**src/rtl/bsg_manycore_ruche_x_link_buffer.sv**
```systemverilog
// bsg_manycore_ruche_x_link_buffer
//   Register slice for one ruche-X link between two horizontal ruche stops.
//   Side A faces the router, side B faces the pod. Each of the four channels
//   (fwd A->B, fwd B->A, rev A->B, rev B->A) passes through its own 2-entry
//   FIFO, so the long wires are cut without losing throughput. Each channel
//   also has a saturating count of the packets it accepts.
//
//   Link layout, MSB first:
//     {fwd_v, fwd_ready_and_rev, fwd_data, rev_v, rev_ready_and_rev, rev_data}
//
//   Ports
//     clk_i          clock, rising edge
//     reset_n_i      asynchronous active-low reset
//     link_a_i/o     side-A ruche link in/out
//     link_b_i/o     side-B ruche link in/out
//     count_clear_i  synchronous clear of all counters
//     count_o        {rev B->A, rev A->B, fwd B->A, fwd A->B} counters

// One channel: 2-entry FIFO plus a saturating enqueue counter.
//   en_i gates ready so that ready stays low while reset is asserted.
module bsg_manycore_ruche_x_link_buffer_chan #(
  parameter int width_p       = 8,
  parameter int count_width_p = 16
) (
  input  logic                     clk_i,
  input  logic                     reset_n_i,
  input  logic                     en_i,
  input  logic                     v_i,
  input  logic [width_p-1:0]       data_i,
  output logic                     ready_and_o,
  output logic                     v_o,
  output logic [width_p-1:0]       data_o,
  input  logic                     ready_and_i,
  input  logic                     count_clear_i,
  output logic [count_width_p-1:0] count_o
);

  logic [1:0][width_p-1:0] mem;
  logic wptr_r, rptr_r, full_r, empty_r;
  logic enq, deq;
  logic [count_width_p-1:0] count_r;

  // Both handshake outputs come from flops only.
  assign ready_and_o = en_i & ~full_r;
  assign v_o         = ~empty_r;
  assign data_o      = mem[rptr_r];

  assign enq = v_i & ready_and_o;
  assign deq = v_o & ready_and_i;

  always_ff @(posedge clk_i or negedge reset_n_i) begin
    if (!reset_n_i) begin
      wptr_r  <= 1'b0;
      rptr_r  <= 1'b0;
      full_r  <= 1'b0;
      empty_r <= 1'b1;
    end else begin
      if (enq) wptr_r <= ~wptr_r;
      if (deq) rptr_r <= ~rptr_r;
      // enq alone: 0->1 or 1->2 entries; deq alone: 2->1 or 1->0.
      // enq+deq together only happens at 1 entry and leaves the flags alone.
      if (enq && !deq) begin
        empty_r <= 1'b0;
        full_r  <= ~empty_r;
      end else if (deq && !enq) begin
        full_r  <= 1'b0;
        empty_r <= ~full_r;
      end
    end
  end

  // Storage is not reset; empty_r masks stale contents.
  always_ff @(posedge clk_i) begin
    if (enq) mem[wptr_r] <= data_i;
  end

  always_ff @(posedge clk_i or negedge reset_n_i) begin
    if (!reset_n_i)            count_r <= '0;
    else if (count_clear_i)    count_r <= '0;
    else if (enq && !(&count_r)) count_r <= count_r + count_width_p'(1);
  end

  assign count_o = count_r;

endmodule

module bsg_manycore_ruche_x_link_buffer #(
  parameter int addr_width_p   = 28,
  parameter int data_width_p   = 32,
  parameter int x_cord_width_p = 7,
  parameter int y_cord_width_p = 7,
  parameter int count_width_p  = 16,
  // fwd packet: op, op_ex, reg_id (11b) + addr + payload + dst/src x,y
  localparam int fwd_width_lp = 11 + addr_width_p + data_width_p
                                + 2*(x_cord_width_p + y_cord_width_p),
  // rev packet: type, reg_id (7b) + data + dst x,y
  localparam int rev_width_lp = 7 + data_width_p + x_cord_width_p + y_cord_width_p,
  localparam int ruche_x_link_sif_width_lp = fwd_width_lp + rev_width_lp + 4
) (
  input  logic                                 clk_i,
  input  logic                                 reset_n_i,
  input  logic [ruche_x_link_sif_width_lp-1:0] link_a_i,
  output logic [ruche_x_link_sif_width_lp-1:0] link_a_o,
  input  logic [ruche_x_link_sif_width_lp-1:0] link_b_i,
  output logic [ruche_x_link_sif_width_lp-1:0] link_b_o,
  input  logic                                 count_clear_i,
  output logic [4*count_width_p-1:0]           count_o
);

  typedef struct packed {
    logic                    fwd_v;
    logic                    fwd_ready_and_rev;
    logic [fwd_width_lp-1:0] fwd_data;
    logic                    rev_v;
    logic                    rev_ready_and_rev;
    logic [rev_width_lp-1:0] rev_data;
  } link_s;

  link_s a_in, b_in, a_out, b_out;
  assign a_in     = link_a_i;
  assign b_in     = link_b_i;
  assign link_a_o = a_out;
  assign link_b_o = b_out;

  // Channel index: 0 fwd A->B, 1 fwd B->A, 2 rev A->B, 3 rev B->A.
  logic [3:0] enq_v, enq_ready, deq_v, deq_ready;
  logic [1:0][fwd_width_lp-1:0] fwd_enq_data, fwd_deq_data;
  logic [1:0][rev_width_lp-1:0] rev_enq_data, rev_deq_data;
  logic [3:0][count_width_p-1:0] count;
  logic ready_en_r;

  // Ready is forced low throughout reset and comes up on the first edge after.
  always_ff @(posedge clk_i or negedge reset_n_i) begin
    if (!reset_n_i) ready_en_r <= 1'b0;
    else            ready_en_r <= 1'b1;
  end

  assign enq_v     = {b_in.rev_v, a_in.rev_v, b_in.fwd_v, a_in.fwd_v};
  assign deq_ready = {a_in.rev_ready_and_rev, b_in.rev_ready_and_rev,
                      a_in.fwd_ready_and_rev, b_in.fwd_ready_and_rev};
  assign fwd_enq_data = {b_in.fwd_data, a_in.fwd_data};
  assign rev_enq_data = {b_in.rev_data, a_in.rev_data};

  assign a_out = '{fwd_v: deq_v[1], fwd_ready_and_rev: enq_ready[0], fwd_data: fwd_deq_data[1],
                   rev_v: deq_v[3], rev_ready_and_rev: enq_ready[2], rev_data: rev_deq_data[1]};
  assign b_out = '{fwd_v: deq_v[0], fwd_ready_and_rev: enq_ready[1], fwd_data: fwd_deq_data[0],
                   rev_v: deq_v[2], rev_ready_and_rev: enq_ready[3], rev_data: rev_deq_data[0]};

  for (genvar i = 0; i < 2; i++) begin : fwd
    bsg_manycore_ruche_x_link_buffer_chan #(
      .width_p(fwd_width_lp), .count_width_p(count_width_p)
    ) ch (
      .clk_i, .reset_n_i, .en_i(ready_en_r),
      .v_i(enq_v[i]), .data_i(fwd_enq_data[i]), .ready_and_o(enq_ready[i]),
      .v_o(deq_v[i]), .data_o(fwd_deq_data[i]), .ready_and_i(deq_ready[i]),
      .count_clear_i, .count_o(count[i])
    );
  end

  for (genvar i = 0; i < 2; i++) begin : rev
    bsg_manycore_ruche_x_link_buffer_chan #(
      .width_p(rev_width_lp), .count_width_p(count_width_p)
    ) ch (
      .clk_i, .reset_n_i, .en_i(ready_en_r),
      .v_i(enq_v[2+i]), .data_i(rev_enq_data[i]), .ready_and_o(enq_ready[2+i]),
      .v_o(deq_v[2+i]), .data_o(rev_deq_data[i]), .ready_and_i(deq_ready[2+i]),
      .count_clear_i, .count_o(count[2+i])
    );
  end

  assign count_o = count;

endmodule

```
**config.mk**
```make
export PLATFORM = sky130hd
export DESIGN_NAME = bsg_manycore_ruche_x_link_buffer
export DESIGN_NICKNAME = d
export VERILOG_FILES = /design/src/rtl/bsg_manycore_ruche_x_link_buffer.sv
export SDC_FILE = /design/constraint.sdc
export NUM_CORES = 1
export LEC_CHECK = 0
export CAP_MARGIN = 20
export CORE_AREA = 3 3 265 267
export DETAILED_ROUTE_END_ITERATION = 16
export DIE_AREA = 0 0 268 270
export GPL_TIMING_DRIVEN = 0
export PLACE_DENSITY = 0.66
export SLEW_MARGIN = 5
export SYNTH_ARGS = -nofsm -noshare
export SYNTH_HDL_FRONTEND = slang
export SYNTH_SLANG_ARGS = --single-unit
export TNS_END_PERCENT = 30
```
**constraint.sdc**
```tcl
create_clock -name clk_i -period 10.9 [get_ports clk_i]
set_input_delay 2.725 -clock clk_i [delete_from_list [all_inputs] [get_ports clk_i]]
set_output_delay 2.725 -clock clk_i [all_outputs]
set_load 0.05 [all_outputs]
```
======== Word level (Yosys, flattened, before mapping) ========
Cells that the tools add are included.
cells by class
  add/sub/neg operators ................... 4
  multipliers ............................. 0
  div/mod/pow operators ................... 0
  magnitude comparators ................... 12
  equal/unequal tests ..................... 0
  shift-type cells ........................ 0
  multiplexer cells ....................... 44
  bitwise gates (word level) .............. 28
  reduce and logical (&&, ||, !) cells .... 40
operators with widths
  cell                   number
  $mux 99                6
  $bwmux 198             2
  $mux 53                6
  $bwmux 106             2
  $demux 99 s1           2
  $mux 16                8
  $demux 53 s1           2
  $add 16x1->16 const B  4
  $reduce_and 16->1      4
  $logic_and 1x1->1      16
  $lt 1x2->1 const B     8
  $mux 1                 16
  $not 1->1              16
  $reduce_bool 2->1      8
  $and 1x1->1            12
  $logic_not 1->1        12
  $ge 1x1->1 const B     4
word-level totals
  flip-flop bits (word level) ............. 689
  latch bits .............................. 0
  RAM bits ................................ 0
  bits in read-only memories .............. 0
  input bits .............................. 315
  output and inout port bits .............. 376
  word-level logic and storage cells ...... 157
  memories kept ........................... 0

======== Logic depth before layout (Yosys ltp) ========
Gate-level depths: netlist of the first run.
  depth after elaboration ................. 7
  depth in mapped cells ................... 7
  mapped depth without buffers ............ 6

======== By module ========
Synthesis of the first run repeated with hierarchy kept, for this count alone.
unflattened totals
  cell total of the unflattened synthesis .. 1430
  area, all modules ....................... 26454.1 um^2
modules (own cells, without submodules)
  module                                                  times used  cells an instance  area an instance (um^2)  sequential area each (um^2)
  bsg_manycore_ruche_x_link_buffer_chan at fwd[0].ch ...  2           425                8256.7                   6447.4
  bsg_manycore_ruche_x_link_buffer_chan at rev[0].ch      1           293                4967.3                   3684.8
  bsg_manycore_ruche_x_link_buffer_chan at rev[1].ch      1           285                4944.7                   3684.8
  bsg_manycore_ruche_x_link_buffer                        1           2                  28.8                     25.0

======== Worst setup path after synthesis of the first run ========
No wires, ideal clock.
  kind .................................... input-to-reg
  start ................................... in link_b_i[155]
  end ..................................... reg fwd[1].ch.mem[0] (netlist name) (enable)
  setup time .............................. 0.570 ns
  arrival ................................. 7.404 ns
  data required time ...................... 10.330 ns
  slack ................................... 2.926 ns
  stages .................................. 3
  path buffers ............................ 1
  cells stage by stage .................... and3b_1 buf_6 nor2b_1
on the way
  longest elaborated chain between the ends .. 1
ends and longest elaborated chain
  element                          line  source
  from (decl)                      104   input logic [ruche_x_link_sif_width_lp-1:0] link_b_i,
  $and 1x1->1                      48    assign enq = v_i & ready_and_o;
  named net fwd[1].ch.enq          40    logic enq, deq;
  to (signal, indexed assignment)  74    if (enq) mem[wptr_r] <= data_i;
  to (decl)                        38    logic [1:0][width_p-1:0] mem;
The timed path passes the listed nets, and every way through them passes these cells.
A chain may end at the register's enable or synchronous reset.

======== Final worst setup path of the first run ========
  start ................................... reg fwd[1].ch.rptr_r
  end ..................................... out link_a_o[112]
on the way
  longest elaborated chain between the ends .. 2
ends and longest elaborated chain
  element                                     line  source
  from (decl)                                 39    logic wptr_r, rptr_r, full_r, empty_r;
  from (signal assigned)                      59    if (deq) rptr_r <= ~rptr_r;
  $mux 99 (not written as such) (2 in a row)  46    assign data_o = mem[rptr_r];
  to (decl)                                   103   output logic [ruche_x_link_sif_width_lp-1:0] link_a_o,
No other way between the ends. The select of a mux whose other input is x is not followed.

==> results.md, run 1 <==
* Status: finished clean
* Syn Area/Cell at 18.61 um2
* Syn Nets at 1734
* Max-cap violations at 0
* Dominant register cell in the synthesized netlist: edfxtp_1
* Initial antenna violation count at 9
* Compound-Gate Fraction of Synth Area at 2.712%
* Root Buffer: clkbuf_16
* Die ar. at 72360 um2
* Post-route ant nets at 0
* Layout cell share with drive strength beyond 1 at 20.75%
* Main combinational cell family by area after synthesis: multiplexers
* Synth top area cells: edfxtp_1, mux2_2, dfrtp_1
* # nets final at 2515
* Post-synth cell types at 51
* Syn Inst Count at 1411
* Worst path required time at 8180 ps
* IO Port Bufs at 690
* Largest net degree at the start of global routing at 59
* Reg2reg start: ready_en_r$_DFF_PN0_
* Crit Path Category: reg2out
* Worst EP arrival at 3480 ps
* Hpwl dp at 54.61 mm
* Hold EP: fwd[0].ch.empty_r$_DFFE_PN1P_
* Final Core Density at 54.22%
* CTS Hold Bufs at 0
* Leak at 12.67 nW
* IR Drop Worst-Case VDD at 184.3 uV
* Post-route minimum period at 6201 ps
* Simple-gate share of the synthesized area at 4.561%
* Reg clk slew, reported paths at 60 ps
* Routed WL per cell at 23.44 um
* Final GP Congestion at 0.8374
* Post-route cell area at 37060 um2
* Via count at 15821
* Adder and majority cell fraction of the synthesized area at 0.3812%
* Hold depth at 1
* Placed inst area at 34650 um2
* Final setup fails at 0
* DRC viols at 0
* DRT iter0 DRCs at 1059
* Post-route total power at 9.581 mW
* Reg2Reg Depth at 5
* FFs w/ async S/R, synth at 11.76%
* Synthesized area at 26260 um2
* Clock Latency Late Sink at 600 ps
* Resize count post-CTS at 0
* Post-synth EDFFs at 608
* Vias in the first global route at 16638
* RSZ-0062 raised after global routing: false
* Ys Warns at 0
* Worst setup EP type: output port
* Multiplexer share of the synthesized area at 13.29%
* First-pass detailed-route iteration total at 5
* Die height at 270 um
* Final Hold Fails at 0
* Pwr Density at 258.5 nW/um2
* Hold Crit Start: fwd[0].ch.full_r$_DFFE_PN0P_
* R2r endpoint: rev[0].ch.mem[52]$_DFFE_PP_
* # Post-CTS Setup Buffers at 0
* Sequential share of the synthesized area at 77.28%
* Startpoint types: register
* Final period utilization at 56.89%
* R2r setup slk at 8280 ps
* Max Root-Sink Buffers at 3
* Max-slew headroom at 32.70%
* Fmax at 0.1613 GHz
* Via density at 5.040
* Starting Density at 38.42%
* Final wirelength at 73.59 mm
* Core Area at 68350 um2
* GR Overflow Total at 0
* Gr usage total at 19.88%
* Layout Area Growth over Synthesis at 41.14%
* Final hold slack at 448.9 ps
* Hold crit path type: reg2reg
* Synth area leader: edfxtp_1
* #FFs+latches synth at 689
* # IOs at 691
* CTS tree: yes
* CP max FO at 10
* Site row count at 96
* Clock sink count at 689
* First-pass GRT wire length at 107.2 mm
* Post-synthesis xor/xnor area fraction at 0.4337%
* H-Tree Depth at 3
* Worst Tran Pin Value at 1010 ps
* DIE WIDTH at 268 um
* CTS Buf Count at 74
* Clk_skew at 30.52 ps
* Final slew viol count at 0
* Post-synth top area share at 69.54%
## critical path, cell delays in order, from the launching register on
cell and delay, ps:
dfrtp_1 320, clkbuf_1 550, clkbuf_1 820, mux2_2 310, clkdlybuf4s50_1 880
## kinds of logic after synthesis
group	count (synthesis)
compound gates	118
xor+xnor	13
fa+ha+maj	8
buf+inv	76
flops	689
mux	310
other cells	1
simple gates	196
## report_power, final
group | total [mW] | switching [mW] | internal, mW
Clock | 2.45 | 1.03 | 1.42
Combinational | 3.82 | 2.48 | 1.34
Sequential | 3.31 | 0.0767 | 3.23
Total | 9.58 | 3.59 | 5.99
## per-stage QoR
stage | setup TNS [ps] | instances | setup WS [ps]
global placement | -12400 | 2983 | -139.2
floorplan | 0 | 1411 | 2926
detailed placement | 0 | 2998 | 5222
finish | 0 | 3139 | 4699
global route | 0 | 3138 | 4459
CTS | 0 | 3133 | 4539
## worst max-delay path by stage
stage	start	to	slack, ps	depth (start not counted)
2_1_floorplan	link_b_i[155]	fwd[1].ch.mem[0]$_DFFE_PP_	2930	3
6_report	fwd[1].ch.rptr_r$_DFFE_PN0P_	link_a_o[112]	4700	4
3_5_place_dp	fwd[0].ch.rptr_r$_DFFE_PN0P_	link_b_o[76]	5220	5
5_1_grt	fwd[0].ch.rptr_r$_DFFE_PN0P_	link_b_o[92]	4460	4
4_1_cts	fwd[0].ch.rptr_r$_DFFE_PN0P_	link_b_o[76]	4540	5
3_3_place_gp	link_b_i[155]	fwd[1].ch.mem[88]$_DFFE_PP_	-140	4
## layer usage
| layer | vias up | share of wire (%) | global-route usage [%] |
|---|---|---|---|
| met1 | 8026 | 37 | 22.69 |
| met3 | 115 | 7.6 | 6.022 |
| met2 | 530 | 52 | 35.58 |
| met5 | - | 0.037 | 0 |
| met4 | 4 | 2.7 | 6.157 |
| li1 | 7146 | - | - |
## cell type report
class	instances	area, um2
clock inverters	36	361.6
well taps	882	1104
plain buffers	62	297.8
multi-input cells	646	5657
clock buffers	99	2028
diodes	6	15.01
flip-flops and latches	689	20290
repair buffers	705	7252
inverters	14	52.55
fillers	5370	31290
## cell usage in the layout (no fill, tap or decap), types with 27 or more instances in the layout
master and n:
clkbuf_1 59, dfrtp_1 77, a21oi_1 48, mux2_2 308, edfxtp_1 608, o21ai_0 33, or3_1 27, nand2_1 39
clkdlybuf4s50_1 689, clkbuf_16 76
## registers in the layout (all words and copies together), names as in the netlist, 32 cells and up
| name | count |
|---|---|
| fwd.ch.mem | 396 |
| rev.ch.mem | 212 |
| fwd.ch.count_o | 32 |
| rev.ch.count_o | 32 |
## cells in the mapped netlist, types with 2 or more instances
cell type and count:
dfstp_2 4, nor2_1 15, o31ai_1 24, o2111ai_1 4, nor3_1 6, dfrtp_1 77, nor2b_1 10, edfxtp_1 608
nand4_1 19, buf_4 10, o311ai_0 2, o21ai_0 33, clkbuf_1 40, ha_1 8, buf_6 3, mux2_2 308
nand3_1 18, nand2_1 39, buf_2 4, nand3b_1 2, and4_1 8, a21oi_1 48, and3_1 12, o41ai_1 2
nand4_2 3, a31oi_1 2, or3_1 27, xor2_1 7, and3b_1 2, or4_1 18, buf_1 5, xnor2_1 6
inv_1 13, and2_1 6, mux2i_1 2
(Power assumes the default switching activity.)
==> run 2: changes to the inputs <==
Settings changed: CORE_AREA 3 3 265 267 to 3 3 271 273, DIE_AREA 0 0 268 270 to 0 0 274 276.
Clock period 10.9 ns to 5.4 ns, I/O delays scaled along.
==> run 2 against run 1 <==
Compared with the run above:
- total power increased by 100%
- clock skew increased by 0.67 ps
- sequential power increased by 100%
- via count decreased by 0.44%
- critical path depth unchanged
- sequential cell count unchanged
- utilization decreased by 1.9 points
- register-to-register slack got worse by 5600 ps
- die area increased by 4.5%
- worst hold slack improved by 16 ps
- critical path type unchanged
- critical endpoint is now link_a_o[124]
- highest routed layer unchanged
==> results.md, run 2 (same netlist as run 1, synthesis figures left out) <==
* # IOs at 691
* Worst setup EP type: output port
* Fmax at 0.2174 GHz
* Layout cell share with drive strength beyond 1 at 21.14%
* Final GP Congestion at 0.8131
* Layout Area Growth over Synthesis at 42.13%
* Die height at 276 um
* Clock sink count at 689
* Reg2Reg Depth at 5
* DRC viols at 0
* Area of the multi-input gates at 5653 um2
* Post-route minimum period at 4600 ps
* First-pass detailed-route iteration total at 5
* Die ar. at 75620 um2
* CTS tree: yes
* DIE WIDTH at 274 um
* Biggest register: fwd.ch.mem
* H-Tree Depth at 3
* Commonest non-fill, non-tap cell in the layout: clkdlybuf4s50_1
* Max Root-Sink Buffers at 3
* DRT iter0 DRCs at 995
* R2r setup slk at 2690 ps
* Fill count at 5810
* Switching share of power at 36.99%
* Reg2reg start: ready_en_r$_DFF_PN0_
* IR Drop Worst-Case VDD at 411.1 uV
* Post-route ant nets at 0
* Pwr Density at 524.6 nW/um2
* Hpwl dp at 55.49 mm
* Via density at 4.902
* CP max FO at 10
* Crit Path Category: reg2out
* Crit-path max cell delay at 800 ps
* Status: finished clean
* Leak at 12.75 nW
* CTS Hold Bufs at 0
* Hold EP: fwd[0].ch.empty_r$_DFFE_PN1P_
* Final Core Density at 52.29%
* Crit path max-delay cell type: clkdlybuf4s50_1
* Combinational Power Share at 39.0%
* Hold depth at 1
* Vias in the first global route at 16555
* Gr usage total at 19.06%
* FF+latch area at 20290 um2
* Worst path required time at 4050 ps
* First-pass GRT wire length at 107.9 mm
* Root Buffer: clkbuf_16
* Int Pwr at 12.34 mW
* Site row count at 98
* Final slew viol count at 0
* Clk_skew at 31.19 ps
* Core Area at 71360 um2
* Hold crit path type: reg2reg
* Max reg flops at 396
* Clk pwr share at 26.9%
* Final period utilization at 85.19%
* Final Hold Fails at 0
* GR Overflow Total at 0
* Post-route cell area at 37320 um2
* Routed WL per cell at 23.12 um
* # nets final at 2516
* RSZ-0062 raised after global routing: false
* Hold Crit Start: fwd[0].ch.full_r$_DFFE_PN0P_
* Post-route total power at 19.58 mW
* Reg clk slew, reported paths at 60 ps
* Sw power at 7.242 mW
* Crit-path most repeated cell: clkbuf_1
* R2r endpoint: rev[0].ch.mem[33]$_DFFE_PP_
* Placed insts at 3066
* Fin cells at 3213
* Starting Density at 36.79%
* CP Launch Point: fwd[1].ch.rptr_r$_DFFE_PN0P_
* Largest net degree at the start of global routing at 59
* Worst EP arrival at 3250 ps
* Crit-path cells: clkbuf_1 > clkbuf_1 > mux2_2 > clkdlybuf4s50_1
* Most frequent cells in the layout: clkdlybuf4s50_1, edfxtp_1, mux2_2
* Final hold slack at 465.4 ps
* CTS Buf Count at 75
* Max-slew headroom at 44.71%
* Via count at 15751
* Final wirelength at 74.30 mm
* Startpoint types: register
* Resize count post-CTS at 0
* Reg power frac at 34.1%
* Initial antenna violation count at 10
* Worst Tran Pin Value at 829.4 ps
* Clock Latency Late Sink at 630 ps
* # Post-CTS Setup Buffers at 0
* IO Port Bufs at 690
* Final setup fails at 0
* Top flop regs: fwd.ch.mem: 396 flops, rev.ch.mem: 212 flops
* Max-cap violations at 0
* Placed inst area at 34720 um2
-- run 2: final cells by class --
class                      count  area share [%]
sequential                   689           54.37
timing repair buffer         705           19.41
multi-input combinational    646           15.15
clock buffer                  90           5.261
tap                          950           3.185
clock inverter                50           1.643
buffer                        62          0.7980
inverter                      14          0.1408
antenna                        7         0.04694
-- run 2: worst max path at each step --
stage / end / slack [ps]
2_1_floorplan: fwd[0].ch.mem[0]$_DFFE_PP_ / -700
3_5_place_dp: fwd[0].ch.count_o[11]$_DFFE_PN0P_ / 1260
3_3_place_gp: fwd[0].ch.mem[86]$_DFFE_PP_ / -3620
4_1_cts: link_a_o[124] / 680
5_1_grt: link_a_o[115] / 630
6_report: link_a_o[124] / 800
-- run 2: power groups by stage --
stage	Clock (mW)	Sequential (mW)	Combinational, mW
after global placement	0	6.85	7.55
after floorplan	0	6.81	4.97
after detailed placement	0	6.79	7.68
after CTS	5.41	6.68	7.72
final	5.27	6.68	7.63
after global routing	5.63	6.72	7.93
-- run 2: worst max-delay path, delay by kind of cell, from the launching register on --
family / cells / cell delay [ps]
buffers and inverters: 3 / 1880
DFF: 1 / 320
muxes: 1 / 420
-- run 2: routing by layer --
metal	global-route usage [%]	vias to the layer above	part of all wire [%]
met5	0	-	0.098
li1	-	7138	-
met2	34.41	577	52
met3	6.830	93	9.2
met1	21.25	7933	37
met4	4.805	10	1.8
-- run 2: through the flow --
step / TNS (ps) / setup slack, ps
2_1_floorplan: -69200 / -699.0
3_3_place_gp: -806040 / -3618
3_5_place_dp: 0 / 1255
4_1_cts: 0 / 679.6
5_1_grt: 0 / 625.1
6_report: 0 / 799.9
